[config.mk]
export PLATFORM = sky130hd
export DESIGN_NAME = rf_write_arbiter_flat
export DESIGN_NICKNAME = d
export VERILOG_FILES = /design/src/rtl/rf_write_arbiter_if.sv /design/src/rtl/rf_write_arbiter.sv /design/src/flat_wrapper.sv
export SDC_FILE = /design/constraint.sdc
export NUM_CORES = 1
export LEC_CHECK = 0
export ABC_AREA = 1
export CORE_MARGIN = 10
export CORE_UTILIZATION = 35
export CTS_BUF_LIST = sky130_fd_sc_hd__clkbuf_4
export DETAILED_ROUTE_END_ITERATION = 12
export GPL_TIMING_DRIVEN = 1
export HOLD_SLACK_MARGIN = 0.05
export RECOVER_POWER = 50
export SLEW_MARGIN = 20
export SYNTH_ARGS = -nofsm -noshare
export SYNTH_HDL_FRONTEND = slang
export SYNTH_SLANG_ARGS = --single-unit
[constraint.sdc]
create_clock -name clk -period 3.8 [get_ports clk]
set_clock_uncertainty 0.1 [all_clocks]
set_input_delay 0.76 -clock clk [delete_from_list [all_inputs] [get_ports clk]]
set_output_delay 0.76 -clock clk [all_outputs]
set_load 0.02 [all_outputs]
[src/rtl/rf_write_arbiter_if.sv]
// rf_write_arbiter_if: bundles the two write requesters (A: writeback, B:
// multi-cycle unit) and the register-file write port driven by the arbiter.
//   master : requester / register-file side (drives a_*/b_* requests)
//   slave  : the arbiter (drives ready flags, write port, status)
// Signals:
//   a_valid/a_ready/a_reg/a_data  A write request handshake
//   b_valid/b_ready/b_reg/b_data  B write request handshake (buffered)
//   reg_write/write_reg/write_data register-file write port
//   b_count                       B FIFO occupancy
//   starved                       forced-B cycle (A stalled)
interface rf_write_arbiter_if #(
    parameter int DEPTH = 2
);
    localparam int CW = $clog2(DEPTH) + 1;

    logic          a_valid;
    logic          a_ready;
    logic [4:0]    a_reg;
    logic [31:0]   a_data;
    logic          b_valid;
    logic          b_ready;
    logic [4:0]    b_reg;
    logic [31:0]   b_data;
    logic          reg_write;
    logic [4:0]    write_reg;
    logic [31:0]   write_data;
    logic [CW-1:0] b_count;
    logic          starved;

    modport master (
        output a_valid, a_reg, a_data, b_valid, b_reg, b_data,
        input  a_ready, b_ready, reg_write, write_reg, write_data, b_count, starved
    );

    modport slave (
        input  a_valid, a_reg, a_data, b_valid, b_reg, b_data,
        output a_ready, b_ready, reg_write, write_reg, write_data, b_count, starved
    );
endinterface

[src/rtl/rf_write_arbiter.sv]
// rf_write_arbiter: shares the single register-file write port between
// requester A (priority) and requester B (buffered in an in-order FIFO).
// A starvation counter stalls A for one cycle after STARVE_LIMIT consecutive
// A grants while B is pending, letting one B entry through.
// Ports:
//   clk  clock, all state on posedge
//   rst  synchronous active-high reset
//   bus  rf_write_arbiter_if.slave (requests, ready flags, write port, status)
module rf_write_arbiter #(
    parameter int DEPTH        = 2,
    parameter int STARVE_LIMIT = 4
) (
    input logic               clk,
    input logic               rst,
    rf_write_arbiter_if.slave bus
);
    localparam int AW = $clog2(DEPTH);
    localparam int CW = AW + 1;
    localparam int SW = $clog2(STARVE_LIMIT + 1);

    logic [4:0]    r_fifo_reg  [DEPTH];
    logic [31:0]   r_fifo_data [DEPTH];
    logic [AW-1:0] r_wr_ptr;
    logic [AW-1:0] r_rd_ptr;
    logic [CW-1:0] r_count;
    logic [SW-1:0] r_starve;
    logic          r_reg_write;
    logic [4:0]    r_write_reg;
    logic [31:0]   r_write_data;

    logic w_b_ready;
    logic w_b_nonempty;
    logic w_force_b;
    logic w_grant_a;
    logic w_pop;
    logic w_push;

    // Ready/force depend only on registered state, so a same-cycle pop never
    // frees a slot for a same-cycle push.
    assign w_b_ready    = (r_count != CW'(DEPTH));
    assign w_b_nonempty = (r_count != '0);
    assign w_force_b    = (r_starve == SW'(STARVE_LIMIT)) && w_b_nonempty;
    // A write to r0 completes its handshake but never uses the port.
    assign w_grant_a    = bus.a_valid && !w_force_b && (bus.a_reg != 5'd0);
    assign w_pop        = w_b_nonempty && !w_grant_a;
    assign w_push       = bus.b_valid && w_b_ready && (bus.b_reg != 5'd0);

    assign bus.a_ready    = !w_force_b;
    assign bus.starved    = w_force_b;
    assign bus.b_ready    = w_b_ready;
    assign bus.b_count    = r_count;
    assign bus.reg_write  = r_reg_write;
    assign bus.write_reg  = r_write_reg;
    assign bus.write_data = r_write_data;

    // FIFO storage needs no reset: occupancy and pointers gate every read.
    always_ff @(posedge clk) begin
        if (w_push) begin
            r_fifo_reg[r_wr_ptr]  <= bus.b_reg;
            r_fifo_data[r_wr_ptr] <= bus.b_data;
        end
    end

    always_ff @(posedge clk) begin
        if (rst) begin
            r_wr_ptr     <= '0;
            r_rd_ptr     <= '0;
            r_count      <= '0;
            r_starve     <= '0;
            r_reg_write  <= 1'b0;
            r_write_reg  <= 5'd0;
            r_write_data <= 32'd0;
        end else begin
            // Power-of-two depth: pointers wrap by natural overflow.
            if (w_push) r_wr_ptr <= r_wr_ptr + 1'b1;
            if (w_pop)  r_rd_ptr <= r_rd_ptr + 1'b1;

            case ({w_push, w_pop})
                2'b10:   r_count <= r_count + 1'b1;
                2'b01:   r_count <= r_count - 1'b1;
                default: r_count <= r_count;
            endcase

            if (w_pop || !w_b_nonempty)
                r_starve <= '0;
            else if (w_grant_a && (r_starve != SW'(STARVE_LIMIT)))
                r_starve <= r_starve + 1'b1;

            // write_reg/write_data hold their last value on idle cycles.
            if (w_grant_a) begin
                r_reg_write  <= 1'b1;
                r_write_reg  <= bus.a_reg;
                r_write_data <= bus.a_data;
            end else if (w_pop) begin
                r_reg_write  <= 1'b1;
                r_write_reg  <= r_fifo_reg[r_rd_ptr];
                r_write_data <= r_fifo_data[r_rd_ptr];
            end else begin
                r_reg_write  <= 1'b0;
            end
        end
    end
endmodule
[src/flat_wrapper.sv]
// flat-port wrapper written by rule: the top's interface ports become plain ports
module rf_write_arbiter_flat 
#(
    parameter int DEPTH        = 2,
    parameter int STARVE_LIMIT = 4
)
  (clk, rst, bus_a_valid, bus_a_reg, bus_a_data, bus_b_valid, bus_b_reg, bus_b_data, bus_a_ready, bus_b_ready, bus_reg_write, bus_write_reg, bus_write_data, bus_b_count, bus_starved);
  rf_write_arbiter_if #(.DEPTH(DEPTH)) bus_i ();
  input logic clk;
  input logic rst;
  input wire logic [$bits(bus_i.a_valid)-1:0] bus_a_valid;
  input wire logic [$bits(bus_i.a_reg)-1:0] bus_a_reg;
  input wire logic [$bits(bus_i.a_data)-1:0] bus_a_data;
  input wire logic [$bits(bus_i.b_valid)-1:0] bus_b_valid;
  input wire logic [$bits(bus_i.b_reg)-1:0] bus_b_reg;
  input wire logic [$bits(bus_i.b_data)-1:0] bus_b_data;
  output wire logic [$bits(bus_i.a_ready)-1:0] bus_a_ready;
  output wire logic [$bits(bus_i.b_ready)-1:0] bus_b_ready;
  output wire logic [$bits(bus_i.reg_write)-1:0] bus_reg_write;
  output wire logic [$bits(bus_i.write_reg)-1:0] bus_write_reg;
  output wire logic [$bits(bus_i.write_data)-1:0] bus_write_data;
  output wire logic [$bits(bus_i.b_count)-1:0] bus_b_count;
  output wire logic [$bits(bus_i.starved)-1:0] bus_starved;
  assign bus_i.a_valid = bus_a_valid;
  assign bus_i.a_reg = bus_a_reg;
  assign bus_i.a_data = bus_a_data;
  assign bus_i.b_valid = bus_b_valid;
  assign bus_i.b_reg = bus_b_reg;
  assign bus_i.b_data = bus_b_data;
  assign bus_a_ready = bus_i.a_ready;
  assign bus_b_ready = bus_i.b_ready;
  assign bus_reg_write = bus_i.reg_write;
  assign bus_write_reg = bus_i.write_reg;
  assign bus_write_data = bus_i.write_data;
  assign bus_b_count = bus_i.b_count;
  assign bus_starved = bus_i.starved;
  rf_write_arbiter #(.DEPTH(DEPTH), .STARVE_LIMIT(STARVE_LIMIT)) u_core (.clk(clk), .rst(rst), .bus(bus_i));
endmodule
==> results of run 1 <==
[path summary, 6_finish.rpt]
path                                           from                                     end  cells past startpoint
max                                     bus_b_valid      u_core.r_fifo_data[1][1]$_DFFE_PP_                      5
min          u_core.bus.write_data[22]$_SDFFE_PP0P_  u_core.bus.write_data[22]$_SDFFE_PP0P_                      2
max reg2reg      u_core.bus.b_count[0]$_SDFFE_PP0P_      u_core.r_fifo_data[1][1]$_DFFE_PP_                      5
min reg2reg  u_core.bus.write_data[22]$_SDFFE_PP0P_  u_core.bus.write_data[22]$_SDFFE_PP0P_                      2
[report_power, final]
group / total, mW / leakage (nW) / switching (mW) / internal, mW
clock network: 0.774 / 0.138 / 0.452 / 0.322
registers: 1.76 / 1.07 / 0.150 / 1.61
logic: 0.991 / 1.49 / 0.533 / 0.458
[synth_stat cells, drive strengths merged]
library cell / number
nand2: 219
edfxtp: 74
dfxtp: 46
mux2: 32
inv: 21
nand3: 15
nor2: 15
buf: 12
o21ai: 8
clkbuf: 6
a21oi: 5
nor3: 4
ha: 3
a21boi: 1
nand3b: 1
o21a: 1
or2: 1
xor2: 1
[metrics by stage]
stage,power (mW),instance area (um2)
after floorplan,2.38,4940
after global placement,2.81,6340
after detailed placement,2.83,6340
after CTS,3.61,6570
after global routing,3.74,6510
final,3.53,6510
[critical path, stage by stage]
cell	delay [ns]
sky130_fd_sc_hd__clkdlybuf4s50_1	0.45
sky130_fd_sc_hd__a21boi_0	0.34
sky130_fd_sc_hd__nand2_1	0.17
sky130_fd_sc_hd__nor2_1	0.69
sky130_fd_sc_hd__clkbuf_2	0.81
[kinds of logic (layout without fill, tap and decap cells)]
logic type	count (synthesis)	count (layout)	synth area share [%]
mux	32	32	7.29
buf+inv	39	179	3.95
simple gates	255	255	22.4
flops	120	120	63.6
compound gates	15	15	1.85
fa+ha+maj	3	3	0.760
xor+xnor	1	1	0.177
other cells	0	1	0
[layout make-up]
class | instances | area, um2
well taps | 180 | 225
clock buffers | 19 | 143
multi-input cells | 306 | 1590
flip-flops and latches | 120 | 3140
diodes | 1 | 2.50
fillers | 1359 | 7370
repair buffers | 126 | 1240
clock inverters | 13 | 88.8
inverters | 21 | 81.3
[layer usage]
layer	GRT usage [%]	wire length (um)	vias to the layer above
met4	5.55	215	0
li1	-	-	1776
met3	4.35	644	16
met1	14.2	5130	1666
met2	21.7	6120	81
met5	0	0	-
==> results.sh, run 1 <==
export IMPL_crit_path_launch_type="input port"
export IMPL_run_status="completed"
export IMPL_slew_headroom_pct=34.9
export IMPL_globalRouteOverflowTotal=0
export IMPL_timing_final_hold_violations=0
export IMPL_setup_slack_ns=0.623
export IMPL_mostFrequentLayoutCells="198 x sky130_fd_sc_hd__nand2_1, 82 x sky130_fd_sc_hd__clkdlybuf4s50_1, 74 x sky130_fd_sc_hd__edfxtp_1"
export IMPL_maxClockFrequency_mhz=315
export IMPL_numCtsBuffers=17
export IMPL_largest_reg_flops=64
export IMPL_syn_cell_area_mm2=0.00494
export IMPL_powerDensity_mw_per_mm2=542
export IMPL_grt_first_pass_wirelength_um=19500
export IMPL_yosysSeqAreaShare_pct=63.6
export IMPL_timing_setup_tns_ns=0
export IMPL_clock_sinks=120
export IMPL_dpl_cell_count=753
export IMPL_fin_crit_sh_pct=83.6
export IMPL_routed_via_density=4.50
export IMPL_post_cts_repair_setup_buffers=0
export IMPL_crit_arrival_ns=3.22
export IMPL_die_w_um=139
export IMPL_num_vias=3539
export IMPL_endpoint_kind="flop"
export IMPL_fin_cells=786
export IMPL_layout_min_cycle_time_ns=3.18
export IMPL_fin_nets=673
export IMPL_core_area_mm2=0.0139
export IMPL_dieArea_mm2=0.0193
export IMPL_die_height_um=139
export IMPL_post_synth_inst_count=465
export IMPL_dpl_hpwl_um=8480
export IMPL_required_worst_endpoint_ns=3.85
export IMPL_timing_critical_path_fanout_max=29
export IMPL_worstSetupPathType="input port to flop"
export IMPL_tritoncts="built"
export IMPL_tightestPinTransition_ns=0.976
export IMPL_report_final_slew_viol_count=0
export IMPL_cts_path_max_buffers=2
export IMPL_worstHoldPathType="flop to flop"
export IMPL_final_core_util_pct=46.9
export IMPL_preCtsSetupSlack_ns=0.790
export IMPL_max_cap_violations=0
export IMPL_route_detailed_drc=0
export IMPL_post_route_cells_drive_above_1_share_pct=15.7
export IMPL_number_of_antenna_violations_at_the_first_check_in_global_routing=1
export IMPL_place_gp_congestion=0.748
export IMPL_commonest_non_fill_non_tap_cell_in_the_layout="sky130_fd_sc_hd__nand2_1"
export IMPL_synth_seq_cells=120
export IMPL_first_pass_detailed_route_iteration_total=4
export IMPL_finalWirelength_um=12100
export IMPL_grt_pass1_vias=3795
export IMPL_synth_cell_types=28
export IMPL_grt_setup_unrepaired="false"
export IMPL_yosys_warnings=0
export IMPL_ctsHtreeMaxLevel=4
export IMPL_p_leak_nw=2.70
export IMPL_std_cell_rows=43
export IMPL_areaGrowthSynthToFinish_pct=31.8
export IMPL_routedWlPerCell_um=15.4
export IMPL_worst_hold_slack_ns=0.354
export IMPL_timing_reg2reg_setup_slack_ns=0.71
export IMPL_cts_clk_slew_worst_paths_ns=0.10
export IMPL_drt_iter0_drc=186
export IMPL_mappedNetlistNets=546
export IMPL_holdBufCountCts=0
export IMPL_initial_utilization_pct=35.6
export IMPL_io_buffers=120
export IMPL_clk_latency_ns=0.52
export IMPL_grt_max_degree=46
export IMPL_post_synth_cell_area_avg_um2=10.6
export IMPL_gr_usage_all_layers_pct=12.8
export IMPL_ios=121
export IMPL_synth_top_cell_by_area="sky130_fd_sc_hd__edfxtp_1"
export IMPL_synth_top_area_cells="sky130_fd_sc_hd__edfxtp_1 45%, sky130_fd_sc_hd__dfxtp_1 19%, sky130_fd_sc_hd__nand2_1 15%"
export IMPL_root_buffer="sky130_fd_sc_hd__clkbuf_4"
export IMPL_finalSetupViolCount=0
export IMPL_post_synth_top_area_fraction_pct=45.0
export IMPL_postRouteAntennaNets=0
export IMPL_cts_resized=0
export IMPL_ir_worst_vdd_mv=0.250
No activity file was read; power rests on OpenSTA's default activity.
==> run 2, diff against run 1 <==
Clock period 3.8 ns to 2.8 ns, I/O delays scaled along.
==> results.sh, run 2 (synthesized netlist as in run 1, its figures left out) <==
export IMPL_tightestPinTransition_ns=0.896
export IMPL_numCtsBuffers=17
export IMPL_timing_final_hold_violations=0
export IMPL_slew_headroom_pct=40.2
export IMPL_endpoint_kind="output port"
export IMPL_run_status="completed"
export IMPL_grt_first_pass_wirelength_um=20000
export IMPL_cts_path_max_buffers=2
export IMPL_ir_worst_vdd_mv=0.377
export IMPL_max_cap_violations=0
export IMPL_drt_iter0_drc=163
export IMPL_fin_total_pwr_mw=4.77
export IMPL_post_route_cells_drive_above_1_share_pct=16.5
export IMPL_mostFrequentLayoutCells="199 x sky130_fd_sc_hd__nand2_1, 81 x sky130_fd_sc_hd__clkdlybuf4s50_1, 74 x sky130_fd_sc_hd__edfxtp_1"
export IMPL_io_buffers=120
export IMPL_ios=121
export IMPL_report_final_slew_viol_count=0
export IMPL_clock_sinks=120
export IMPL_grt_pass1_vias=3849
export IMPL_areaGrowthSynthToFinish_pct=33.0
export IMPL_dpl_hpwl_um=8680
export IMPL_finalSetupViolCount=0
export IMPL_routedWlPerCell_um=15.2
export IMPL_grt_max_degree=34
export IMPL_core_area_mm2=0.0139
export IMPL_postRouteAntennaNets=0
export IMPL_cts_clk_slew_worst_paths_ns=0.09
export IMPL_path_buf_inv=2
export IMPL_crit_path_launch_type="flop"
export IMPL_path_cells="inv_1 > nand2_1 > clkdlybuf4s50_1"
export IMPL_root_buffer="sky130_fd_sc_hd__clkbuf_4"
export IMPL_p_leak_nw=2.74
export IMPL_critPathMaxStageDelay_ns=0.61
export IMPL_globalRouteOverflowTotal=0
export IMPL_die_height_um=139
export IMPL_dieArea_mm2=0.0193
export IMPL_post_cts_repair_setup_buffers=0
export IMPL_timing_critical_path_fanout_max=6
export IMPL_tritoncts="built"
export IMPL_powerDensity_mw_per_mm2=725
export IMPL_place_gp_congestion=0.782
export IMPL_gr_usage_all_layers_pct=13.2
export IMPL_clk_latency_ns=0.53
export IMPL_largest_reg_flops=64
export IMPL_commonest_non_fill_non_tap_cell_in_the_layout="sky130_fd_sc_hd__nand2_1"
export IMPL_ctsHtreeMaxLevel=4
export IMPL_worstHoldPathType="flop to flop"
export IMPL_num_vias=3486
export IMPL_cts_resized=1
export IMPL_fin_crit_sh_pct=87.9
export IMPL_first_pass_detailed_route_iteration_total=4
export IMPL_maxClockFrequency_mhz=406
export IMPL_initial_utilization_pct=35.6
export IMPL_routed_via_density=4.40
export IMPL_std_cell_rows=43
export IMPL_crit_arrival_ns=1.80
export IMPL_holdBufCountCts=0
export IMPL_die_w_um=139
export IMPL_number_of_antenna_violations_at_the_first_check_in_global_routing=1
export IMPL_cpLargestDelayFamily="buffers and inverters"
export IMPL_timing_setup_tns_ns=0
export IMPL_critical_path_slowest_cell="sky130_fd_sc_hd__clkdlybuf4s50_1"
export IMPL_required_worst_endpoint_ns=2.14
export IMPL_layout_min_cycle_time_ns=2.46
export IMPL_worstSetupPathType="flop to output port"
export IMPL_fin_nets=679
export IMPL_finalWirelength_um=12000
export IMPL_grt_setup_unrepaired="false"
export IMPL_route_detailed_drc=0
## run 2: power breakdown
group	total [mW]	internal, mW	switching (mW)
clock network	0.999	0.415	0.584
registers	2.35	2.19	0.162
logic	1.42	0.644	0.776
total	4.77	3.25	1.52
## run 2: area by class of cell
class                           instances  area, um2
Fill cell                            1322       7310
Sequential cell                       120       3140
Multi-Input combinational cell        306       1600
Timing Repair Buffer                  132       1300
Tap cell                              180        225
Clock buffer                           25        188
Inverter                               21       81.3
Clock inverter                          7       31.3
Antenna cell                            1       2.50
## run 2: metal layers
layer,global-route usage (%),wire [um],part of all wire [%]
met1,14.7,5270,44
met2,21.7,5710,47
met3,5.51,816,6.8
met4,5.27,230,1.9
met5,0,0,0
## run 2: worst paths after layout
| path | startpoint | to | slack [ns] | depth (start not counted) |
|---|---|---|---|---|
| worst max-delay path | u_core.bus.b_count[0]$_SDFFE_PP0P_ | bus_b_ready | 0.34 | 3 |
| worst min register to register | u_core.bus.write_data[22]$_SDFFE_PP0P_ | u_core.bus.write_data[22]$_SDFFE_PP0P_ | 0.35 | 2 |
| worst min-delay path | u_core.bus.write_data[22]$_SDFFE_PP0P_ | u_core.bus.write_data[22]$_SDFFE_PP0P_ | 0.35 | 2 |
| worst max register to register | u_core.r_starve[0]$_SDFFE_PP0P_ | u_core.bus.write_data[5]$_SDFFE_PP0P_ | 0.38 | 9 |
## run 2: tightest hold or removal path, stage by stage, from the launching register on
cell                      delay (ns)
sky130_fd_sc_hd__dfxtp_1        0.32
sky130_fd_sc_hd__nand2_1        0.06
sky130_fd_sc_hd__nand2_1        0.04
## run 2: stage by stage
stage	cell area [um2]	worst slack, ns	cells	utilization [%]	hold WS (ns)
after floorplan	4950	0.317	465	-	0.367
after global placement	6380	0.179	759	46.0	0.327
after detailed placement	6380	0.139	759	46.0	0.338
after CTS	6610	0.0139	791	47.6	0.355
after global routing	6570	0.0908	792	47.3	0.366
final	6570	0.338	792	47.3	0.352
==> run 3, diff against run 2 <==
Settings changed: CORE_ASPECT_RATIO from default to 1.2.
==> results.sh, run 3 (synthesized netlist as in run 1, its figures left out) <==
export IMPL_run_status="completed"
export IMPL_holdPathStages=2
export IMPL_ios=121
export IMPL_grt_max_degree=34
export IMPL_rr_worst_depth=9
export IMPL_tritoncts="built"
export IMPL_finalWirelength_um=12100
export IMPL_worstHoldPathType="flop to flop"
export IMPL_timing_final_hold_violations=0
export IMPL_routed_via_density=4.49
export IMPL_worstSetupPathType="flop to output port"
export IMPL_timing_critical_path_fanout_max=6
export IMPL_routedWlPerCell_um=15.4
export IMPL_cellInternalPower_mw=3.38
export IMPL_ir_worst_vdd_mv=0.441
export IMPL_drt_iter0_drc=170
export IMPL_crit_path_launch_type="flop"
export IMPL_dpl_hpwl_um=8590
export IMPL_final_core_util_pct=47.8
export IMPL_fin_crit_sh_pct=86.1
export IMPL_largest_reg_flops=64
export IMPL_io_buffers=120
export IMPL_die_height_um=150
export IMPL_required_worst_endpoint_ns=2.14
export IMPL_powerDensity_mw_per_mm2=743
export IMPL_clock_sinks=120
export IMPL_layout_min_cycle_time_ns=2.41
export IMPL_number_of_antenna_violations_at_the_first_check_in_global_routing=2
export IMPL_core_area_mm2=0.0138
export IMPL_netSwitchingFraction_pct=31.2
export IMPL_dieArea_mm2=0.0193
export IMPL_power_share_of_the_clock_group_pct=23.5
export IMPL_tightestPinTransition_ns=0.949
export IMPL_endpoint_kind="output port"
export IMPL_setup_slack_ns=0.388
export IMPL_numCtsBuffers=17
export IMPL_areaGrowthSynthToFinish_pct=33.8
export IMPL_post_route_cells_drive_above_1_share_pct=16.7
export IMPL_p_leak_nw=2.76
export IMPL_std_cell_rows=47
export IMPL_cts_clk_slew_worst_paths_ns=0.11
export IMPL_gr_usage_all_layers_pct=12.5
export IMPL_slew_headroom_pct=36.6
export IMPL_clk_latency_ns=0.47
export IMPL_timing_setup_tns_ns=0
export IMPL_maxClockFrequency_mhz=415
export IMPL_fin_total_pwr_mw=4.91
export IMPL_report_final_slew_viol_count=0
export IMPL_grt_first_pass_wirelength_um=19000
export IMPL_preCtsSetupSlack_ns=0.167
export IMPL_multi_input_area_mm2=0.00162
export IMPL_postRouteAntennaNets=0
export IMPL_place_gp_congestion=0.780
export IMPL_num_vias=3516
export IMPL_fin_nets=678
export IMPL_die_w_um=128
export IMPL_comb_power_share_pct=27.9
export IMPL_p_sw_mw=1.53
export IMPL_nFillCells=1310
export IMPL_ctsHtreeMaxLevel=4
export IMPL_globalRouteOverflowTotal=0
export IMPL_initial_utilization_pct=35.8
export IMPL_holdBufCountCts=0
export IMPL_route_detailed_drc=0
export IMPL_grt_setup_unrepaired="false"
export IMPL_first_pass_detailed_route_iteration_total=4
export IMPL_power_sequential_fraction_pct=48.6
export IMPL_finalSetupViolCount=0
export IMPL_commonest_non_fill_non_tap_cell_in_the_layout="sky130_fd_sc_hd__nand2_1"
export IMPL_grt_pass1_vias=3757
export IMPL_cts_path_max_buffers=2
export IMPL_mostFrequentLayoutCells="198 x sky130_fd_sc_hd__nand2_1, 81 x sky130_fd_sc_hd__clkdlybuf4s50_1, 74 x sky130_fd_sc_hd__edfxtp_1"
export IMPL_max_cap_violations=0
export IMPL_root_buffer="sky130_fd_sc_hd__clkbuf_4"
export IMPL_crit_arrival_ns=1.75
export IMPL_area_sequential_mm2=0.00314
## run 3: cell types whose count changed in the layout (fill, tap and decap cells not counted), sizes merged
cell	before	now
buf	9	5
clkinv	7	8
clkinvlp	0	1
diode	1	2
bufinv	0	2
clkbuf	28	27
## run 3: final cells by class
class | instances | share of cell area [%]
Tap cell | 171 | 3.24
Antenna cell | 2 | 0.0757
Clock buffer | 21 | 2.38
Multi-Input combinational cell | 306 | 24.5
Sequential cell | 120 | 47.5
Timing Repair Buffer | 131 | 19.4
Clock inverter | 11 | 1.63
Inverter | 21 | 1.23
## run 3: worst max-delay path: stages, from the launching register on
cell                              delay [ns]
sky130_fd_sc_hd__dfxtp_1                0.50
sky130_fd_sc_hd__inv_1                  0.09
sky130_fd_sc_hd__nand2_1                0.07
sky130_fd_sc_hd__clkdlybuf4s50_1        0.61
## run 3: stage by stage
step	instances	hold WS [ns]	area (um2)
after floorplan	465	0.367	4950
final	783	0.356	6610
after global placement	749	0.331	6350
after global routing	783	0.376	6610
after detailed placement	749	0.338	6350
after CTS	781	0.358	6620
## run 3: power groups by stage
stage	registers, mW	clock network, mW	logic, mW
after floorplan	2.50	0	0.721
after global placement	2.42	0	1.39
after detailed placement	2.43	0	1.41
after CTS	2.39	1.21	1.42
after global routing	2.43	1.29	1.51
final	2.39	1.16	1.37
## run 3: repair_timing
item / 4_1_cts / 5_1_grt
buffers inserted: 0 / 0
resized for setup: 1 / 2
setup endpoints to repair: 1 / 2
## run 3: per-layer routing
metal	wire [um]	share of wire [%]	GRT usage, %	vias up
met4	137	1.1	4.74	0
met1	4920	41	13.7	1631
li1	-	-	-	1794
met3	647	5.4	3.87	10
met5	0	0	0	-
met2	6370	53	22.1	81
## run 3: path summary, 6_finish.rpt
kind	start	to	slack, ns
worst min register to register	u_core.bus.write_data[23]$_SDFFE_PP0P_	u_core.bus.write_data[23]$_SDFFE_PP0P_	0.36
worst min-delay path	u_core.bus.write_data[23]$_SDFFE_PP0P_	u_core.bus.write_data[23]$_SDFFE_PP0P_	0.36
worst max-delay path	u_core.bus.b_count[0]$_SDFFE_PP0P_	bus_b_ready	0.39
worst max register to register	u_core.r_starve[0]$_SDFFE_PP0P_	u_core.bus.write_data[11]$_SDFFE_PP0P_	0.43
